===== src/rtl/hazard_control_unit_pkg.sv =====
// rtl/hazard_control_unit_pkg.sv - shared state encodings and pipeline control patterns
package hazard_control_unit_pkg;

  typedef enum logic [1:0] {
    ST_RUN       = 2'd0,
    ST_STEP_WAIT = 2'd1,
    ST_DRAIN     = 2'd2,
    ST_HALTED    = 2'd3
  } hcu_state_e;

  typedef struct packed {
    logic pc_write;
    logic ifid_write;
    logic ifid_flush;
    logic idex_bubble;
  } hcu_ctrl_t;

  localparam hcu_ctrl_t HCU_CTRL_IDLE   = '{pc_write: 1'b0, ifid_write: 1'b0, ifid_flush: 1'b0, idex_bubble: 1'b0};
  localparam hcu_ctrl_t HCU_CTRL_RUN    = '{pc_write: 1'b1, ifid_write: 1'b1, ifid_flush: 1'b0, idex_bubble: 1'b0};
  localparam hcu_ctrl_t HCU_CTRL_FLUSH  = '{pc_write: 1'b1, ifid_write: 1'b1, ifid_flush: 1'b1, idex_bubble: 1'b0};
  // NOP injection into ID/EX: freeze front end, load bubble control.
  localparam hcu_ctrl_t HCU_CTRL_BUBBLE = '{pc_write: 1'b0, ifid_write: 1'b0, ifid_flush: 1'b0, idex_bubble: 1'b1};

endpackage


===== src/rtl/hcu_loaduse_detect.sv =====
// rtl/hcu_loaduse_detect.sv - combinational load-use hazard compare between ID and EX
module hcu_loaduse_detect (
  input  logic [4:0] id_rs_i,
  input  logic [4:0] id_rt_i,
  input  logic       id_uses_rt_i,
  input  logic [4:0] exe_rt_i,
  input  logic       exe_mem_read_i,
  output logic       loaduse_o
);

  logic rs_hit;
  logic rt_hit;

  // $zero is never a real dependency, so a load to r0 cannot stall.
  assign rs_hit    = (exe_rt_i == id_rs_i);
  assign rt_hit    = id_uses_rt_i && (exe_rt_i == id_rt_i);
  assign loaduse_o = exe_mem_read_i && (exe_rt_i != 5'd0) && (rs_hit || rt_hit);

endmodule


===== src/rtl/hazard_control_unit.sv =====
// rtl/hazard_control_unit.sv - pipeline sequencing: load-use stall, branch flush, halt drain, debug step
module hazard_control_unit
  import hazard_control_unit_pkg::*;
#(
  parameter int DRAIN_CYCLES = 3,
  parameter int CNT_W        = 16
) (
  input  logic             CLK,
  input  logic             RESET,
  input  logic [4:0]       I_HCU_ID_RS,
  input  logic [4:0]       I_HCU_ID_RT,
  input  logic             I_HCU_ID_UsesRT,
  input  logic [4:0]       I_HCU_EXE_RT,
  input  logic             I_HCU_EXE_MemRead,
  input  logic             I_HCU_ID_BranchTaken,
  input  logic             I_HCU_ID_Halt,
  input  logic             I_HCU_DBG_Mode,
  input  logic             I_HCU_DBG_Step,
  output logic             O_HCU_PipeEnable,
  output logic             O_HCU_PC_Write,
  output logic             O_HCU_IFID_Write,
  output logic             O_HCU_IFID_Flush,
  output logic             O_HCU_IDEX_Bubble,
  output logic             O_HCU_Halted,
  output logic [CNT_W-1:0] O_HCU_StallCount,
  output logic [1:0]       O_HCU_State
);

  localparam int             DW         = (DRAIN_CYCLES > 1) ? $clog2(DRAIN_CYCLES) : 1;
  localparam logic [DW-1:0]  DRAIN_LOAD = DW'(DRAIN_CYCLES - 1);

  hcu_state_e       state_q, state_d;
  logic [DW-1:0]    drain_q, drain_d;
  logic             step_q;
  logic [CNT_W-1:0] stall_q, stall_d;

  logic      loaduse;
  logic      advance;
  logic      decode_act;
  logic      halt_win;
  hcu_ctrl_t ctrl;

  hcu_loaduse_detect u_loaduse (
    .id_rs_i        (I_HCU_ID_RS),
    .id_rt_i        (I_HCU_ID_RT),
    .id_uses_rt_i   (I_HCU_ID_UsesRT),
    .exe_rt_i       (I_HCU_EXE_RT),
    .exe_mem_read_i (I_HCU_EXE_MemRead),
    .loaduse_o      (loaduse)
  );

  always_comb begin
    advance = 1'b0;
    case (state_q)
      ST_RUN:       advance = 1'b1;
      ST_STEP_WAIT: advance = I_HCU_DBG_Step && !step_q;
      ST_DRAIN:     advance = 1'b1;
      default:      advance = 1'b0;
    endcase
  end

  // Hazard decode only matters when an instruction actually moves out of ID.
  assign decode_act = advance && ((state_q == ST_RUN) || (state_q == ST_STEP_WAIT));
  assign halt_win   = decode_act && !loaduse && !I_HCU_ID_BranchTaken && I_HCU_ID_Halt;

  always_comb begin
    ctrl = HCU_CTRL_IDLE;
    if (decode_act) begin
      if (loaduse)                   ctrl = HCU_CTRL_BUBBLE;
      else if (I_HCU_ID_BranchTaken) ctrl = HCU_CTRL_FLUSH;
      else if (I_HCU_ID_Halt)        ctrl = HCU_CTRL_BUBBLE;
      else                           ctrl = HCU_CTRL_RUN;
    end else if (state_q == ST_DRAIN) begin
      ctrl = HCU_CTRL_BUBBLE;
    end
  end

  always_comb begin
    state_d = state_q;
    drain_d = drain_q;
    case (state_q)
      ST_RUN, ST_STEP_WAIT: begin
        if (halt_win) begin
          state_d = ST_DRAIN;
          drain_d = DRAIN_LOAD;
        end else if ((state_q == ST_RUN) && I_HCU_DBG_Mode) begin
          state_d = ST_STEP_WAIT;
        end else if ((state_q == ST_STEP_WAIT) && !I_HCU_DBG_Mode) begin
          state_d = ST_RUN;
        end
      end
      ST_DRAIN: begin
        if (drain_q == '0) state_d = ST_HALTED;
        else               drain_d = drain_q - DW'(1);
      end
      default: state_d = ST_HALTED;
    endcase
  end

  always_comb begin
    stall_d = stall_q;
    if (decode_act && loaduse && !(&stall_q)) stall_d = stall_q + CNT_W'(1);
  end

  always_ff @(posedge CLK) begin
    if (RESET) begin
      state_q <= ST_RUN;
      drain_q <= '0;
      step_q  <= 1'b0;
      stall_q <= '0;
    end else begin
      state_q <= state_d;
      drain_q <= drain_d;
      step_q  <= I_HCU_DBG_Step;
      stall_q <= stall_d;
    end
  end

  assign O_HCU_PipeEnable  = advance;
  assign O_HCU_PC_Write    = ctrl.pc_write;
  assign O_HCU_IFID_Write  = ctrl.ifid_write;
  assign O_HCU_IFID_Flush  = ctrl.ifid_flush;
  assign O_HCU_IDEX_Bubble = ctrl.idex_bubble;
  assign O_HCU_Halted      = (state_q == ST_HALTED);
  assign O_HCU_StallCount  = stall_q;
  assign O_HCU_State       = state_q;

endmodule


===== config.mk =====
export PLATFORM = sky130hd
export DESIGN_NAME = hazard_control_unit
export DESIGN_NICKNAME = d
export VERILOG_FILES = /design/src/rtl/hazard_control_unit_pkg.sv /design/src/rtl/hcu_loaduse_detect.sv /design/src/rtl/hazard_control_unit.sv
export SDC_FILE = /design/constraint.sdc
export NUM_CORES = 1
export LEC_CHECK = 0
export BUFFER_PORTS_ARGS = -buffer_cell sky130_fd_sc_hd__buf_4
export CAP_MARGIN = 20
export CORE_UTILIZATION = 44
export CTS_CLUSTER_SIZE = 24
export DETAILED_ROUTE_END_ITERATION = 10
export PLACE_DENSITY = 0.77
export SLEW_MARGIN = 20
export SYNTH_ARGS = -nofsm -noshare
export SYNTH_HDL_FRONTEND = slang
export SYNTH_SLANG_ARGS = --single-unit

===== constraint.sdc =====
create_clock -name CLK -period 1.5 [get_ports CLK]
set_input_delay 0.075 -clock CLK [delete_from_list [all_inputs] [get_ports CLK]]
set_output_delay 0.075 -clock CLK [all_outputs]
set_load 0.005 [all_outputs]

==> results of run 1 <==
==> power breakdown <==
| group | internal [W] | switching (W) |
|---|---|---|
| logic | 0.000156 | 0.000125 |
| clock network | 0.0000994 | 0.000176 |
| registers | 0.000568 | 0.00000632 |
==> layout make-up <==
type	count	area (sq um)	share of cell area, %
repair buffers	84	638.1	30.59
multi-input cells	124	932.1	44.69
clock buffers	3	22.52	1.080
flip-flops and latches	21	430.4	20.64
well taps	31	38.79	1.860
clock inverters	1	5.005	0.2400
inverters	5	18.77	0.8998
==> path summary, 6_finish.rpt <==
path | start | to | depth (start not counted)
worst max-delay path | step_q | O_HCU_StallCount[12] | 9
worst max register to register | step_q | O_HCU_StallCount[12] | 9
worst min register to register | O_HCU_StallCount[4] | O_HCU_StallCount[4] | 2
worst min-delay path | I_HCU_DBG_Step | step_q | 2
==> layout by cell type, fill, tap and decap left out, drive strengths merged, types with 5 or more instances in the layout <==
cell type  synthesis  final
nand3              8      8
nand4              7      7
xnor2             10     10
nor2              16     16
buf                1     84
dfxtp             21     21
inv                5      5
nand2             13     13
a21oi             12     12
or3                7      7
o21ai             11     11
==> cell families (layout without fill, tap and decap cells) <==
kind of cell    after synthesis  in the layout  synth area share (%)
flops                        21             21                 33.23
compound gates               37             37                 19.88
buf+inv                       8             93                 3.165
mux                           1              1                0.7913
simple gates                 71             71                 31.95
xor+xnor                     13             13                 9.001
fa+ha+maj                     2              2                 1.978
==> repair_timing <==
item,in CTS,in global routing
gates resized for setup,8,28
buffers inserted,5,7
pin swaps,13,30
setup endpoints to repair,20,20
==> sequential cells by signal (all words and copies together), names as in the netlist <==
| name | flops |
|---|---|
| O_HCU_StallCount | 16 |
| O_HCU_State | 2 |
| drain_q | 2 |
| step_q | 1 |
==> worst register-to-register path, cell delays in order (launching register included) <==
cell and delay [ns]:
dfxtp_1 0.32, nand2b_4 0.14, a21o_4 0.23, nor2_4 0.12, buf_4 0.12, buf_6 0.08
buf_4 0.09, and3_4 0.20, and4b_1 0.22, a211oi_2 0.07
==> through the flow <==
step	setup slack (ns)	utilization [%]	instances	power (W)
after floorplan	0.01101	-	153	0.0007015
after global placement	-0.1163	67.46	254	0.0008132
after detailed placement	-0.2180	67.46	254	0.0008228
after CTS	-0.1165	70.94	263	0.001106
after global routing	-0.2452	76.29	269	0.001187
final	-0.1767	76.29	269	0.001131
==> per-layer routing <==
metal | global-route usage (%) | wire length, um | vias to the layer above
met5 | 0 | 0 | -
met4 | 9.286 | 107 | 0
met3 | 3.488 | 210 | 12
met2 | 44.41 | 2003 | 51
met1 | 25.84 | 1410 | 708
li1 | - | - | 725
==> results.json, run 1 <==
{
  "start_util_pct": 46.27,
  "violations": "negative setup slack",
  "fin_area_sq_um": 2086,
  "crit_path_max_fanout": 4,
  "ys_seq_area_share_pct": 33.23,
  "cts_buffer_depth": 2,
  "critPathRequiredTime_ns": 1.70,
  "yosys.area.top_type": "dfxtp_1",
  "cp_slowest_cell": "dfxtp_1",
  "path_clk_slew_ns": 0.12,
  "yosysUniqueCellTypes": 45,
  "crit_family": "simple AND/OR/NAND/NOR gates",
  "reg2reg_slack_ns": -0.18,
  "synth-edff-count": 0,
  "syn_area_per_cell_sq_um": 8.268,
  "syn-num-nets": 178,
  "grt_start_max_net_pins": 23,
  "slowest_delay_ns": 0.32,
  "cp_cell_sequence": "nand2b_4 > a21o_4 > nor2_4 > buf_4 > buf_6 > buf_4 > and3_4 > and4b_1 > a211oi_2",
  "synth_cells": 153,
  "clock-sinks": 21,
  "drc": 0,
  "slew_violations": 0,
  "nets": 264,
  "path_buf_inv": 3,
  "design.core.area_sq_um": 2734,
  "dieArea_sq_um": 3094,
  "port_buffers": 46,
  "fin_crit_ns": 1.677,
  "max_cap_viol_count": 0,
  "setup_viol": 15,
  "n_fill_cell": 205,
  "routed_wl_um": 3732,
  "hold_viol": 0,
  "antenna_found_initial": 0,
  "drive_above_1_share_pct": 52.52,
  "clockRootBuffer": "clkbuf_4",
  "clock_latency_ns": 0.30,
  "startpoint_type": "flop",
  "diodes": 0,
  "vias": 1496,
  "relSlewSlack_pct": 72.56,
  "avgViaCountPerCell": 5.561,
  "max_freq_mhz": 596.4,
  "hold_class": "primary input to flop",
  "peakVddDrop_uv": 486.7,
  "overflow": 0,
  "crit_top_cell": "buf_4",
  "yosys-top-cells-area": "dfxtp_1, xnor2_1, a21oi_1",
  "dieHeight_um": 55.62,
  "placed_area_sq_um": 1844,
  "grtUsageTotal_pct": 23.42,
  "row_count": 19,
  "pin_count": 47,
  "place_hpwl_um": 2603,
  "whs_ns": 0.02530,
  "syn_to_final_growth_pct": 64.89,
  "synth_common_cells": "dfxtp_1, nor2_1, nand2_1",
  "tightest_slew_ns": 0.4084,
  "first_pass_iters": 4,
  "skew_ns": 0.001474,
  "synthArstFlopShare_pct": 0,
  "post_drt_wl_per_cell_um": 13.87,
  "yosysMostFrequentCell": "dfxtp_1",
  "cts_buffers": 3,
  "worstPathArrival_ns": 1.87,
  "fin_tns_setup_ns": -1.544,
  "cts_tree": "built",
  "first_iter_violations": 30,
  "fin_crit_sh_pct": 111.8,
  "cp-end-kind": "flop",
  "leakage_nw": 0.8670,
  "synth_top_area_share_pct": 33.23,
  "p_per_area_nw_per_um2": 542.0,
  "mappedNetlistArea_sq_um": 1265,
  "synth-seq-cells": 21,
  "routabilityCongestion": 0.7950,
  "ys.flop_type": "dfxtp_1",
  "yosys_warnings": 0,
  "grt_pass1_vias": 1396,
  "ant_nets": 0,
  "cts-htree-levels": 1,
  "setup_slack_ns": -0.1767,
  "grt_pass1_wl_um": 5816,
  "rsz0062_at_grt": "true",
  "status": "finished, violations left",
  "hold_buffers": 0,
  "die_w_um": 55.62,
  "timing_worst_setup_path_type": "flop to flop"
}
Power figures use the tool's default switching activity.
==> run 2: changes to the inputs <==
- BUFFER_PORTS_ARGS: -buffer_cell sky130_fd_sc_hd__buf_4 -> not set
- DONT_BUFFER_PORTS: not set -> 1
- PLACE_DENSITY: 0.77 -> 0.63
==> run 2 against run 1 <==
Against the previous run: largest cell class unchanged; largest power group unchanged; final cell count down 15%; global-route usage is 2.4 points lower; the run ends with negative hold slack, negative setup slack left; worst setup slack improved by 0.073 ns.
==> results.json, run 2 (synthesized netlist as in run 1, its figures left out) <==
{
  "first_iter_violations": 31,
  "peakVddDrop_uv": 527.1,
  "p_per_area_nw_per_um2": 574.4,
  "setup_slack_ns": -0.1038,
  "relSlewSlack_pct": 77.04,
  "skew_ns": 0.003967,
  "pwr-share-seq_pct": 56.8,
  "wl_met1_um": 1262,
  "path_buf_inv": 1,
  "clkPwrFrac_pct": 27.5,
  "cp-endpoint": "O_HCU_StallCount[7]",
  "hold_depth": 1,
  "avgViaCountPerCell": 5.651,
  "final_util_pct": 64.30,
  "post_drt_wl_per_cell_um": 14.17,
  "cp_slowest_cell": "or3_1",
  "top_layer": "met4",
  "status": "finished, violations left",
  "hold_viol": 20,
  "p_sw_w": 0.0002633,
  "reg2reg_from": "step_q",
  "cts_buffers": 3,
  "first_pass_iters": 4,
  "slowest_delay_ns": 0.34,
  "die_w_um": 55.62,
  "design.core.area_sq_um": 2734,
  "grtUsageTotal_pct": 21.02,
  "max_cap_viol_count": 0,
  "design_power_total_w": 0.001010,
  "whs_ns": -0.1876,
  "violations": "negative hold slack, negative setup slack",
  "crit_path_start": "step_q",
  "cp-end-kind": "flop",
  "dieArea_sq_um": 3094,
  "final_cell_mix": "buf_4, dfxtp_1, nand2_1",
  "wl_met3_um": 171,
  "fin_tns_setup_ns": -0.8008,
  "path_clk_slew_ns": 0.12,
  "power.share.switching_pct": 26.07,
  "startpoint_type": "flop",
  "ant_nets": 0,
  "rsz0062_at_grt": "true",
  "clock-sinks": 21,
  "place_hpwl_um": 2395,
  "power.internal_w": 0.0007464,
  "slew_violations": 0,
  "grt_start_max_net_pins": 23,
  "cts-htree-levels": 1,
  "vias": 1294,
  "drive_above_1_share_pct": 40.40,
  "leakage_nw": 0.6564,
  "wl_met2_um": 1774,
  "final_common_cell": "buf_4",
  "timing_worst_setup_path_type": "flop to flop",
  "cts_buffer_depth": 2,
  "clock_latency_ns": 0.30,
  "clockRootBuffer": "clkbuf_4",
  "r2r-end": "O_HCU_StallCount[7]",
  "cts_tree": "built",
  "crit_path_max_fanout": 8,
  "setup_viol": 15,
  "nets": 224,
  "tightest_slew_ns": 0.3418,
  "start_util_pct": 46.27,
  "diodes": 0,
  "critPathRequiredTime_ns": 1.74,
  "reg2reg_depth": 7,
  "cp_cell_sequence": "nand2b_4 > a21o_4 > nor2_4 > buf_4 > nand4_4 > or3_1 > a21oi_1",
  "fin_crit_ns": 1.604,
  "grt_pass1_vias": 1346,
  "pin_count": 47,
  "p_comb_share_pct": 15.7,
  "routabilityCongestion": 0.7376,
  "hp-start": "RESET",
  "crit_family": "simple AND/OR/NAND/NOR gates",
  "hold_buffers": 2,
  "antenna_found_initial": 0,
  "grt_pass1_wl_um": 5292,
  "overflow": 0,
  "drc": 0,
  "reg2reg_slack_ns": -0.10,
  "largest_reg_flops": 16,
  "hold_class": "primary input to flop",
  "row_count": 19,
  "worstPathArrival_ns": 1.84,
  "max_freq_mhz": 623.5,
  "critical_path_depth": 7,
  "dieHeight_um": 55.62,
  "fin_crit_sh_pct": 106.9,
  "port_buffers": 0,
  "syn_to_final_growth_pct": 38.97,
  "routed_wl_um": 3246
}
-- run 2: cell count changes in the layout (fill, tap and decap cells not counted), moves of 2 or more --
cell           delta
dfxtp_2           -2
buf_4            -41
o21ai_0           +2
or3_1             +2
dfxtp_1           +2
nand2_4           -2
dlygate4sd3_1     +2
o21ai_1           -2
-- run 2: final cells by class --
type | instances | area [sq um]
Clock buffer | 3 | 22.52
Timing Repair Buffer | 44 | 339.1
Multi-Input combinational cell | 124 | 905.9
Inverter | 5 | 18.77
Clock inverter | 1 | 5.005
Fill cell | 246 | 975.9
Sequential cell | 21 | 427.9
Tap cell | 31 | 38.79
-- run 2: repair_timing --
action | in CTS | in global routing
setup endpoints to repair | 18 | 23
hold endpoints to repair | 21 | 20
buffers inserted | 3 | 3
resized for setup | 11 | 16
pin swaps | 10 | 5
-- run 2: layer usage --
metal,track usage (%),vias to the layer above
met3,2.791,4
met4,8.214,0
met2,42.34,48
met5,0,-
li1,-,649
met1,21.35,593
-- run 2: worst reg2reg max path: stages, from the launching register on --
cell and delay [ns]:
dfxtp_1 0.32, nand2b_4 0.14, a21o_4 0.22, nor2_4 0.13
buf_4 0.13, nand4_4 0.11, or3_1 0.34, a21oi_1 0.15
-- run 2: through the flow --
step	worst slack [ns]	hold slack, ns	instance area (sq um)	instances
floorplan	0.01101	0.2032	1279	153
global placement	-0.1705	0.1407	1567	217
detailed placement	-0.2157	0.1428	1567	217
CTS	-0.1216	-0.2004	1677	226
global route	-0.1866	-0.2249	1758	229
finish	-0.1038	-0.1876	1758	229
-- run 2: how the worst min path moves through the flow --
| stage | to | slack (ns) |
|---|---|---|
| final | O_HCU_StallCount[4] | -0.19 |
| after global routing | O_HCU_StallCount[4] | -0.22 |
| after CTS | O_HCU_StallCount[5] | -0.20 |
| after detailed placement | O_HCU_StallCount[5] | 0.14 |
| after global placement | O_HCU_StallCount[5] | 0.14 |
| after floorplan | step_q | 0.20 |
-- run 2: power groups by stage --
stage	Clock [W]	Sequential, W	Combinational, W
3_3_place_gp	0	0.000584	0.000134
3_5_place_dp	0	0.000585	0.000139
6_report	0.000277	0.000574	0.000159
2_1_floorplan	0	0.000590	0.000112
5_1_grt	0.000315	0.000575	0.000173
4_1_cts	0.000286	0.000573	0.000145
==> run 3: changes to the inputs <==
- ABC_AREA: not set -> 1
==> run 3 against run 2 <==
Against the previous run: the flow still finishes with violations (negative hold slack, negative setup slack); global-route usage shrank 0.30 points; routed wire length grew 11%; non-clock buffer count shrank 8; sequential cell count is the same; register-to-register slack gained 0.02 ns; synthesized cell count grew 55%; sequential share of layout area shrank 2.2 points; count of clock-buffer cells in the layout is the same; total power grew 8.1%; critical endpoint is now O_HCU_StallCount[13]; largest power group unchanged.
==> results.json, run 3 <==
{
  "status": "finished, violations left",
  "violations": "negative hold slack, negative setup slack",
  "critPathRequiredTime_ns": 1.71,
  "design_power_total_w": 0.001092,
  "port_buffers": 0,
  "grt_pass1_wl_um": 5561,
  "reg2reg_from": "O_HCU_StallCount[1]",
  "tightest_slew_ns": 0.4352,
  "synth-seq-cells": 21,
  "fin_tns_setup_ns": -0.7757,
  "overflow": 0,
  "path_clk_slew_ns": 0.12,
  "grtUsageTotal_pct": 20.72,
  "rsz0062_at_grt": "true",
  "start_util_pct": 47.11,
  "startpoint_type": "flop",
  "syn_area_per_cell_sq_um": 6.119,
  "yosys_warnings": 0,
  "post_drt_wl_per_cell_um": 11.43,
  "largest_reg_flops": 16,
  "cts_buffers": 3,
  "slew_violations": 0,
  "reg2reg_slack_ns": -0.08,
  "cts_tree": "built",
  "skew_ns": 0.005664,
  "p_per_area_nw_per_um2": 563.6,
  "yosys-top-cells-area": "dfxtp_1, nand2_1, nor2_1",
  "yosys.area.top_type": "dfxtp_1",
  "clkPwrFrac_pct": 25.3,
  "routabilityCongestion": 0.8744,
  "ys_seq_area_share_pct": 28.99,
  "worstPathArrival_ns": 1.79,
  "syn_to_final_growth_pct": 33.56,
  "power.share.switching_pct": 29.35,
  "vias": 1550,
  "setup_slack_ns": -0.08212,
  "diodes": 0,
  "whs_ns": -0.1920,
  "fin_crit_sh_pct": 105.5,
  "pwr-share-seq_pct": 53.2,
  "first_pass_iters": 4,
  "synth_common_cells": "nand2_1, nor2_1, inv_1",
  "avgViaCountPerCell": 4.905,
  "synth_cells": 237,
  "cp_slowest_cell": "dfxtp_4",
  "final_cell_mix": "nand2_1, inv_1, buf_4, nor2_1, dfxtp_1",
  "antenna_found_initial": 0,
  "crit_family": "simple AND/OR/NAND/NOR gates",
  "synth_top_area_share_pct": 28.99,
  "slowest_delay_ns": 0.37,
  "leakage_nw": 0.8552,
  "r2r-end": "O_HCU_StallCount[13]",
  "dieArea_sq_um": 3530,
  "cp_cell_sequence": "ha_4 > nand3_4 > nor3_4 > nand2_1 > nor2_2 > nor3_4 > inv_2 > buf_6 > nand2_1 > a21oi_2",
  "clock_latency_ns": 0.31,
  "dieHeight_um": 59.41,
  "place_hpwl_um": 2618,
  "design.core.area_sq_um": 3078,
  "pin_count": 47,
  "cp-end-kind": "flop",
  "cts-htree-levels": 1,
  "ant_nets": 0,
  "p_sw_w": 0.0003204,
  "cts_buffer_depth": 2,
  "drive_above_1_share_pct": 28.31,
  "hold_viol": 13,
  "synthArstFlopShare_pct": 0,
  "first_iter_violations": 56,
  "max_freq_mhz": 632.1,
  "holdPathEnd": "O_HCU_StallCount[7]",
  "final_common_cell": "nand2_1",
  "relSlewSlack_pct": 70.88,
  "hp-start": "RESET",
  "hold_buffers": 1,
  "grt_pass1_vias": 1355,
  "p_comb_share_pct": 21.5,
  "synth-edff-count": 0,
  "ys.flop_type": "dfxtp_1",
  "timing_worst_setup_path_type": "flop to flop",
  "yosysMostFrequentCell": "nand2_1",
  "path_buf_inv": 2,
  "row_count": 20,
  "yosysUniqueCellTypes": 27,
  "clock-sinks": 21,
  "n_fill_cell": 320,
  "nets": 298,
  "clockRootBuffer": "clkbuf_4",
  "crit_path_max_fanout": 9,
  "mappedNetlistArea_sq_um": 1450,
  "syn-num-nets": 262,
  "drc": 0,
  "peakVddDrop_uv": 582.1,
  "power.internal_w": 0.0007712,
  "setup_viol": 16,
  "reg2reg_depth": 10,
  "die_w_um": 59.41,
  "grt_start_max_net_pins": 16,
  "routed_wl_um": 3613,
  "max_cap_viol_count": 0,
  "fin_crit_ns": 1.582,
  "hold_depth": 1,
  "hold_class": "primary input to flop"
}
[run 3: changes by cell type in the layout (fill, tap and decap cells not counted), moves of 7 or more]
| cell | previous run | this run |
|---|---|---|
| o21ai_0 | 10 | 3 |
| nor2_1 | 10 | 29 |
| nand2_1 | 11 | 63 |
| buf_4 | 41 | 31 |
| inv_1 | 5 | 32 |
[run 3: cells by family (layout without fill, tap and decap cells)]
family | count (synthesis) | after routing | share of synthesized area (%)
buf+inv | 41 | 76 | 13.03
simple gates | 137 | 137 | 40.47
compound gates | 25 | 25 | 9.147
fa+ha+maj | 2 | 2 | 1.725
xor+xnor | 11 | 11 | 6.643
flops | 21 | 21 | 28.99
[run 3: per-layer routing]
| layer | share of wire (%) | track usage (%) | vias to the layer above |
|---|---|---|---|
| li1 | - | - | 817 |
| met1 | 47 | 27.94 | 689 |
| met2 | 47 | 33.23 | 39 |
| met3 | 5.4 | 4.148 | 5 |
| met4 | 1.0 | 6.122 | 0 |
| met5 | 0 | 0 | - |
[run 3: area by class of cell]
type / count / area [sq um] / area share, %
clock inverters: 1 / 5.005 / 0.2584
well taps: 44 / 55.05 / 2.842
inverters: 36 / 135.1 / 6.977
multi-input cells: 175 / 984.7 / 50.84
repair buffers: 36 / 305.3 / 15.76
clock buffers: 3 / 22.52 / 1.163
flip-flops and latches: 21 / 429.2 / 22.16
[run 3: worst max-delay path by stage]
stage / start / end / slack [ns] / depth (start not counted)
3_5_place_dp: O_HCU_StallCount[1] / O_HCU_StallCount[13] / -0.17 / 10
6_report: O_HCU_StallCount[1] / O_HCU_StallCount[13] / -0.08 / 10
3_3_place_gp: O_HCU_StallCount[1] / O_HCU_StallCount[3] / -0.14 / 10
2_1_floorplan: O_HCU_StallCount[1] / O_HCU_StallCount[6] / -0.08 / 10
4_1_cts: O_HCU_StallCount[1] / O_HCU_StallCount[13] / -0.07 / 10
5_1_grt: O_HCU_StallCount[1] / O_HCU_StallCount[13] / -0.18 / 10
[run 3: what timing repair did]
item,CTS,global route
endpoints found under the setup margin,16,22
gates resized for setup,11,28
endpoints found under the hold margin,14,13
buffers inserted,1,1
pin swaps,2,1
[run 3: through the flow]
| stage | instance area [sq um] | cells | utilization (%) | setup WS [ns] |
|---|---|---|---|---|
| after CTS | 1846 | 315 | 59.96 | -0.06727 |
| after global routing | 1937 | 316 | 62.93 | -0.1845 |
| after floorplan | 1484 | 237 | - | -0.07892 |
| final | 1937 | 316 | 62.93 | -0.08212 |
| after global placement | 1758 | 309 | 57.11 | -0.1391 |
| after detailed placement | 1758 | 309 | 57.11 | -0.1661 |
[run 3: power by group through the flow]
stage	sequential (W)	clock [W]	combinational, W
6_report	0.000581	0.000277	0.000234
5_1_grt	0.000584	0.000315	0.000269
4_1_cts	0.000581	0.000289	0.000199
3_5_place_dp	0.000593	0	0.000192
3_3_place_gp	0.000593	0	0.000188
2_1_floorplan	0.000600	0	0.000143
